`src/rtl/rx_serial_8e1_if.sv`:
```
// Serial receiver bus: line and clear toward the receiver, received byte,
// status flags and debug state back to the consumer.
interface rx_serial_8e1_if;
  logic       dado_serial;
  logic       limpa;
  logic [7:0] dados_ascii;
  logic       tem_dado;
  logic       pronto;
  logic       erro_paridade;
  logic       erro_stop;
  logic [3:0] db_estado;

  modport master (
    output dado_serial, limpa,
    input  dados_ascii, tem_dado, pronto, erro_paridade, erro_stop, db_estado
  );

  modport slave (
    input  dado_serial, limpa,
    output dados_ascii, tem_dado, pronto, erro_paridade, erro_stop, db_estado
  );
endinterface

```
`src/rtl/rx_serial_8e1.sv`:
```
// 8E1 asynchronous serial receiver: synchronizes the line, samples each bit at
// mid-period, checks even parity and stop bit, and holds the byte until cleared.
module rx_serial_8e1 #(
  parameter int CLKS_PER_BIT = 434,
  parameter int N            = 13
) (
  input logic            clock,
  input logic            reset,
  rx_serial_8e1_if.slave bus
);

  typedef enum logic [3:0] {
    INICIAL    = 4'd0,
    MEIO_START = 4'd1,
    RECEBE     = 4'd2,
    PARIDADE   = 4'd3,
    STOP       = 4'd4,
    ARMAZENA   = 4'd5
  } state_t;

  state_t       state_q;
  logic         sync1_q, sync2_q;
  logic [N-1:0] cnt_q, cnt_d;
  logic [2:0]   bitIdx_q;
  logic [7:0]   shift_q;
  logic         parity_q, stop_q;
  logic [7:0]   dados_q;
  logic         temDado_q, pronto_q, erroPar_q, erroStop_q;
  logic         atWrap, atHalf;

  // Both flops preset high so reset looks like an idle line.
  always_ff @(posedge clock or negedge reset) begin
    if (!reset) begin
      sync1_q <= 1'b1;
      sync2_q <= 1'b1;
    end else begin
      sync1_q <= bus.dado_serial;
      sync2_q <= sync1_q;
    end
  end

  assign atWrap = (cnt_q == N'(CLKS_PER_BIT - 1));
  assign atHalf = (cnt_q == N'(CLKS_PER_BIT / 2 - 1));

  always_comb begin
    cnt_d = atWrap ? '0 : cnt_q + N'(1);
  end

  always_ff @(posedge clock or negedge reset) begin
    if (!reset) begin
      state_q    <= INICIAL;
      cnt_q      <= '0;
      bitIdx_q   <= '0;
      shift_q    <= '0;
      parity_q   <= 1'b0;
      stop_q     <= 1'b0;
      dados_q    <= '0;
      temDado_q  <= 1'b0;
      pronto_q   <= 1'b0;
      erroPar_q  <= 1'b0;
      erroStop_q <= 1'b0;
    end else begin
      pronto_q <= 1'b0;
      cnt_q    <= cnt_d;
      // A clear in the same cycle as a store is overridden by the store below.
      if (bus.limpa) begin
        temDado_q  <= 1'b0;
        erroPar_q  <= 1'b0;
        erroStop_q <= 1'b0;
      end
      case (state_q)
        INICIAL: begin
          if (!sync2_q) begin
            state_q <= MEIO_START;
            cnt_q   <= '0;
          end
        end
        MEIO_START: begin
          if (atHalf) begin
            cnt_q    <= '0;
            bitIdx_q <= '0;
            state_q  <= sync2_q ? INICIAL : RECEBE;
          end
        end
        RECEBE: begin
          if (atWrap) begin
            shift_q  <= {sync2_q, shift_q[7:1]};
            bitIdx_q <= bitIdx_q + 3'd1;
            if (bitIdx_q == 3'd7) state_q <= PARIDADE;
          end
        end
        PARIDADE: begin
          if (atWrap) begin
            parity_q <= sync2_q;
            state_q  <= STOP;
          end
        end
        STOP: begin
          if (atWrap) begin
            stop_q  <= sync2_q;
            state_q <= ARMAZENA;
          end
        end
        ARMAZENA: begin
          dados_q    <= shift_q;
          erroPar_q  <= ^{shift_q, parity_q};
          erroStop_q <= ~stop_q;
          temDado_q  <= 1'b1;
          pronto_q   <= 1'b1;
          state_q    <= INICIAL;
        end
        default: state_q <= INICIAL;
      endcase
    end
  end

  assign bus.dados_ascii   = dados_q;
  assign bus.tem_dado      = temDado_q;
  assign bus.pronto        = pronto_q;
  assign bus.erro_paridade = erroPar_q;
  assign bus.erro_stop     = erroStop_q;
  assign bus.db_estado     = state_q;

endmodule

```
`src/flat_wrapper.sv`:
```
// flat-port wrapper written by rule: the top's interface ports become plain ports
module rx_serial_8e1_flat 
#(
  parameter int CLKS_PER_BIT = 434,
  parameter int N            = 13
)
  (clock, reset, bus_dado_serial, bus_limpa, bus_dados_ascii, bus_tem_dado, bus_pronto, bus_erro_paridade, bus_erro_stop, bus_db_estado);
  rx_serial_8e1_if bus_i ();
  input logic clock;
  input logic reset;
  input wire logic [$bits(bus_i.dado_serial)-1:0] bus_dado_serial;
  input wire logic [$bits(bus_i.limpa)-1:0] bus_limpa;
  output wire logic [$bits(bus_i.dados_ascii)-1:0] bus_dados_ascii;
  output wire logic [$bits(bus_i.tem_dado)-1:0] bus_tem_dado;
  output wire logic [$bits(bus_i.pronto)-1:0] bus_pronto;
  output wire logic [$bits(bus_i.erro_paridade)-1:0] bus_erro_paridade;
  output wire logic [$bits(bus_i.erro_stop)-1:0] bus_erro_stop;
  output wire logic [$bits(bus_i.db_estado)-1:0] bus_db_estado;
  assign bus_i.dado_serial = bus_dado_serial;
  assign bus_i.limpa = bus_limpa;
  assign bus_dados_ascii = bus_i.dados_ascii;
  assign bus_tem_dado = bus_i.tem_dado;
  assign bus_pronto = bus_i.pronto;
  assign bus_erro_paridade = bus_i.erro_paridade;
  assign bus_erro_stop = bus_i.erro_stop;
  assign bus_db_estado = bus_i.db_estado;
  rx_serial_8e1 #(.CLKS_PER_BIT(CLKS_PER_BIT), .N(N)) u_core (.clock(clock), .reset(reset), .bus(bus_i));
endmodule
```
`config.mk`:
```
export PLATFORM = sky130hd
export DESIGN_NAME = rx_serial_8e1_flat
export DESIGN_NICKNAME = d
export VERILOG_FILES = /design/src/rtl/rx_serial_8e1_if.sv /design/src/rtl/rx_serial_8e1.sv /design/src/flat_wrapper.sv
export SDC_FILE = /design/constraint.sdc
export NUM_CORES = 1
export LEC_CHECK = 0
export CAP_MARGIN = 20
export CORE_MARGIN = 2
export CORE_UTILIZATION = 45
export DETAILED_ROUTE_END_ITERATION = 16
export GPL_TIMING_DRIVEN = 0
export PLACE_DENSITY = 0.65
export SLEW_MARGIN = 20
export SYNTH_ARGS = -nofsm -noshare
export SYNTH_HDL_FRONTEND = slang
export SYNTH_SLANG_ARGS = --single-unit
export TNS_END_PERCENT = 10
```
`constraint.sdc`:
```
create_clock -name clock -period 2.1 [get_ports clock]
set_input_delay 0.63 -clock clock [delete_from_list [all_inputs] [get_ports clock]]
set_output_delay 0.63 -clock clock [all_outputs]
set_load 0.1 [all_outputs]
```
=== Word level (Yosys, flattened, before mapping) ===
Index checks and enable logic that the tools add are counted.

* Register bits: 44
* Latch bits: 0
* Bits in writable memories: 0
* Bits in read-only memories: 0
* Output and inout bits: 16
* Logic and storage cells: 59
* Memories kept: 0

* $add $sub $neg: 2
* $mul: 0
* Divide/modulo/power cells: 0
* Magnitude comparators: 0
* Equal/unequal tests: 14
* Shifts and indexed selects: 0
* Mux-type cells: 20
* Bitwise gates (word level): 1
* Reduce and logical (&&, ||, !) cells: 9

{| class="wikitable"
|+ Operators with widths
! operator !! number
|-
| two-way mux 13 bit || 3
|-
| one-hot mux 13 bit (2 select lines) || 1
|-
| two-way mux 4 bit || 6
|-
| one-hot mux 4 bit (5 select lines) || 1
|-
| adder 13 x 1 -> 13 bit (second input constant) || 1
|-
| equality test 13 x 8 -> 1 bit (second input constant) || 1
|-
| equality test 13 x 9 -> 1 bit (second input constant) || 1
|-
| inequality test 2 x 1 -> 1 bit (second input constant) || 5
|-
| parity 9 bit || 1
|-
| equality test 4 x 2 -> 1 bit (second input constant) || 2
|-
| equality test 4 x 3 -> 1 bit (second input constant) || 2
|-
| two-way mux 3 bit || 2
|-
| one-hot mux 3 bit (2 select lines) || 1
|-
| AND reduction 2 bit || 3
|-
| AND reduction 6 bit || 1
|-
| two-way mux 1 bit || 5
|-
| equality test 4 x 1 -> 1 bit (second input constant) || 1
|-
| zero test 4 bit || 1
|-
| nonzero test 2 bit || 2
|-
| adder 3 x 1 -> 3 bit (second input constant) || 1
|-
| equality test 3 bit (second input constant) || 1
|-
| AND reduction 3 bit || 1
|-
| two-way mux 2 bit || 1
|-
| inequality test 2 bit (second input constant) || 1
|-
| NOT 1 bit || 1
|}

=== Logic depth before layout (Yosys ltp) ===
Gate-level depths: netlist (run 1).

* Word-level depth: 4
* Gate-level depth with buffers: 7

=== Least setup slack after synthesis (run 1) ===
Ideal clock, no wire load.

* Path kind: reg-to-reg
* Start point: register u_core.state_q[1] (netlist: u_core.bus.db_estado[1])
* End point: register u_core.shift_q[0]
* Library setup time: 125 ps
* Arrival time: 2,124 ps
* Required time: 1,975 ps
* Setup slack: -149 ps
* Cell stages (with the launch flop): 6
* Buffers on the path: 2
* Clock period less this slack: 2,249 ps
* Cell sequence: dfrtp_1 clkbuf_1 nand2b_1 or3_1 buf_6 mux2_4

* Cells in the longest elaborated chain, start to end: 2

{| class="wikitable"
|+ RTL lines
! element !! line !! text
|-
| start, declared || rx_serial_8e1.sv:21 || <nowiki>state_t state_q;</nowiki>
|-
| start signal, assigned || rx_serial_8e1.sv:82 || <nowiki>state_q <= sync2_q ? INICIAL : RECEBE;</nowiki>
|-
| equality test 4 x 2 -> 1 bit || rx_serial_8e1.sv:71 || <nowiki>case (state_q)</nowiki>
|-
| AND reduction 2 bit (no source line) || n/a ||
|-
| end signal, assigned || rx_serial_8e1.sv:87 || <nowiki>shift_q <= {sync2_q, shift_q[7:1]};</nowiki>
|-
| end, declared || rx_serial_8e1.sv:25 || <nowiki>logic [7:0] shift_q;</nowiki>
|}

Every way passes these cells.
A chain may end at the register's enable or synchronous reset.

=== Worst setup path in the final report (run 1) ===
* Start point: register u_core.state_q[0] (netlist: u_core.bus.db_estado[0])
* End point: output port bus_db_estado[0]

{| class="wikitable"
|+ RTL lines
! element !! line !! text
|-
| end, declared || flat_wrapper.sv:18 || <nowiki>output wire logic [$bits(bus_i.db_estado)-1:0] bus_db_estado;</nowiki>
|}

No word-level cell between the ends.

==> results of run 1 <==
[cell usage in the layout (no fill, tap or decap), types with 5 or more instances in the layout]
| master | count |
|---|---|
| dfrtp_1 | 40 |
| nor3_1 | 14 |
| clkdlybuf4s15_2 | 13 |
| xnor2_1 | 12 |
| mux2_2 | 12 |
| inv_1 | 11 |
| nand2_1 | 8 |
| mux2_4 | 8 |
| nand4_1 | 6 |
| nor2_1 | 5 |
| xor2_1 | 5 |
| nand3_1 | 5 |
| ha_1 | 5 |
| clkbuf_8 | 5 |
[area by class of cell]
class,count,area [um2]
repair buffers,19,201
clock buffers,6,72.6
plain buffers,7,46.3
flip-flops and latches,43,1080
multi-input cells,113,933
well taps,52,65.1
clock inverters,2,60.1
fillers,373,1880
inverters,11,41.3
[how the worst max path moves through the flow]
stage,startpoint,end,slack (ns)
CTS,u_core.bus.dados_ascii[1]$_DFFE_PN0P_,bus_dados_ascii[1],0.001
global placement,reset,u_core.bus.db_estado[1]$_DFFE_PN0P_,-0.81
global route,u_core.cnt_q[1]$_DFF_PN0_,u_core.shift_q[5]$_DFFE_PN0P_,-0.01
finish,u_core.bus.db_estado[0]$_DFFE_PN0P_,bus_db_estado[0],0.06
floorplan,u_core.bus.db_estado[2]$_DFFE_PN0P_,u_core.stop_q$_DFFE_PN0P_,-0.04
detailed placement,u_core.bus.db_estado[0]$_DFFE_PN0P_,bus_db_estado[0],-0.18
[cells by family after synthesis]
kind of cell / Yosys count / synth area share
simple gates: 58 / 0.166
flops: 43 / 0.520
mux: 22 / 0.133
xor+xnor: 18 / 0.0826
buf+inv: 18 / 0.0416
compound gates: 9 / 0.0259
fa+ha+maj: 5 / 0.0301
other cells: 1 / 0.00181
[through the flow]
stage          area (um2)   util  total power, mW  hold slack [ns]
3_3_place_gp         2320  0.530            0.880            0.346
5_1_grt              2500  0.570             1.68            0.227
4_1_cts              2490  0.567             1.65            0.211
6_report             2500  0.570             1.62            0.209
3_5_place_dp         2340  0.533            0.885            0.354
2_1_floorplan        2080      -            0.858            0.334
[sequential cells by signal (all words and copies together), names as in the netlist, 3 cells and up]
| signal | flops |
|---|---|
| u_core.bus.db_estado | 3 |
| u_core.bus.dados_ascii | 8 |
| u_core.shift_q | 8 |
| u_core.cnt_q | 13 |
| u_core.bitIdx_q | 3 |
[worst register-to-register path, stage by stage, from the launching register on]
cell and delay, ns:
dfrtp_1 0.42, inv_1 0.09, ha_1 0.14, and4b_2 0.27, nand4_2 0.17, or3_4 0.37, buf_6 0.16, mux2_4 0.30
[metal layers]
metal	vias up	track usage	part of all wire	routed length [um]
li1	658	-	-	-
met1	695	0.205	0.45	1680
met2	24	0.262	0.50	1850
met3	8	0.0389	0.032	120
met4	0	0.0545	0.019	69
met5	-	0	0	0
[report_power, final]
part           internal [mW]  switching [mW]  total, mW
combinational        0.00957          0.0248     0.0344
sequential             0.831         0.00174      0.832
clock                  0.475           0.282      0.757
total                   1.32           0.308       1.62
==> flow_metrics.py, run 1 <==
metrics = {
    "logic_synthesis": {
        "synthMostInstantiatedCell": "dfrtp_1",
        "yosys_warnings": 0,
        "syn_nets": 183,
        "synth_top_area_frac": 0.494,
        "synth_seq_cells": 43,
        "ys_top_cells_by_area": "dfrtp_1, mux2_2, mux2_4, xnor2_1, nor3_1",
        "syn_area_um2": 2080,
        "syn_inst": 174,
        "synth_edf_count": 0,
        "yosysTopAreaCell": "dfrtp_1",
        "synth_cell_types": 37,
        "synthArstFlopShare": 1.00,
        "ys.flop_type": "dfrtp_1",
        "synth.avg_cell_area_um2": 11.9,
        "yosysSeqAreaShare": 0.520,
        "ys_top_cells_by_count": "dfrtp_1, nor3_1, mux2_2, xnor2_1, inv_1",
    },
    "floorplanning": {
        "rows": 24,
        "start_util": 0.473,
        "die_h_um": 71.9,
        "num_io_pins": 20,
        "die_x_um": 71.9,
        "dieArea_um2": 5170,
        "fp.coreArea_um2": 4380,
    },
    "worst_hold_path": {
        "hp-class": "primary input to asynchronous set/reset pin",
    },
    "critical_path": {
        "path_buf_inv": 1,
        "critPathTopFamily": "buffers and inverters",
        "crit_path_start_kind": "flip-flop",
        "ff2ff_setup_slack_ns": 0.08,
        "required_ns": 1.47,
        "crit_slowest_cell": "clkdlybuf4s15_2",
        "path_max_fanout": 9,
        "cp_cell_sequence": "clkdlybuf4s15_2",
        "cpPeakStageDelay_ns": 0.61,
        "worstSetupPathDepth": 1,
        "r2r-start": "u_core.cnt_q[1]$_DFF_PN0_",
        "arrival_ns": 1.41,
        "endpoint_kind": "output pin",
        "r2r_end": "u_core.shift_q[4]$_DFFE_PN0P_",
        "reg2reg_depth": 7,
        "path_class": "flip-flop to output pin",
    },
    "clock_tree": {
        "cts_root_buf": "clkbuf_8",
        "numCtsBuffers": 5,
        "cts.sinks": 43,
        "worst_skew_pair.late_latency_ns": 0.30,
        "post_cts_buffers": 0,
        "tritoncts": "yes",
        "clkSlewWorstSetupHoldPaths_ns": 0.08,
        "ctsHoldBuffers": 0,
        "htree_levels": 2,
        "clk_path_buf_depth": 2,
        "cts.repair.resized": 44,
    },
    "cells_and_area": {
        "area_growth_pct": 20.4,
        "final_cell_count_no_fill": 253,
        "antennaDiodeCount": 0,
        "drive_above_1_share": 0.294,
        "layout.nets": 209,
    },
    "sta": {
        "skew_ns": 0.00711,
        "relSlewSlack": 0.611,
        "worst_pin_slew_ns": 0.579,
        "grt_setup_unrepaired": "yes",
        "worst_slack_ns": 0.0583,
        "fin_crit_ns": 2.04,
        "max_freq_mhz": 490,
        "setup_viol": 0,
        "final.setup.tns_ns": 0,
        "hold_viol_final": 0,
        "fin_crit_sh": 0.972,
        "slew_violations": 0,
    },
    "run": {
        "cap_violations": 0,
    },
    "detailed_routing": {
        "wire_per_inst_um": 14.7,
        "remaining_drc_errors": 0,
        "dr.pass1.iters": 4,
        "viasPerCell": 5.47,
        "vias": 1385,
        "drtIter0Drc": 47,
        "ant_nets": 0,
        "wl_um": 3720,
    },
    "place": {
        "routabilityCongestion": 0.926,
        "portBuffers": 18,
        "pre_cts_ws_ns": -0.175,
        "dpl.cell_count": 245,
        "place_hpwl_um": 2690,
    },
    "global_route": {
        "track_usage": 0.159,
        "grt_max_degree": 33,
        "gr-total-overflow": 0,
        "grt_pass1_wl_um": 6450,
        "grt_pass1_vias": 1394,
        "antenna_found_initial": 0,
    },
    "power_and_ir_drop": {
        "power.leakage_nw": 1.15,
        "power.density_nw_per_um2": 649,
        "peakVddDrop_mv": 0.307,
    },
    "status": {
        "status": "finished clean",
    },
}
(Power assumes the default switching activity.)
==> run 2, diff against run 1 <==
- CTS_CLUSTER_DIAMETER: default -> 50
==> results of run 2 <==
Same layout as run 1: the final DEF is identical, and so are final timing and power.
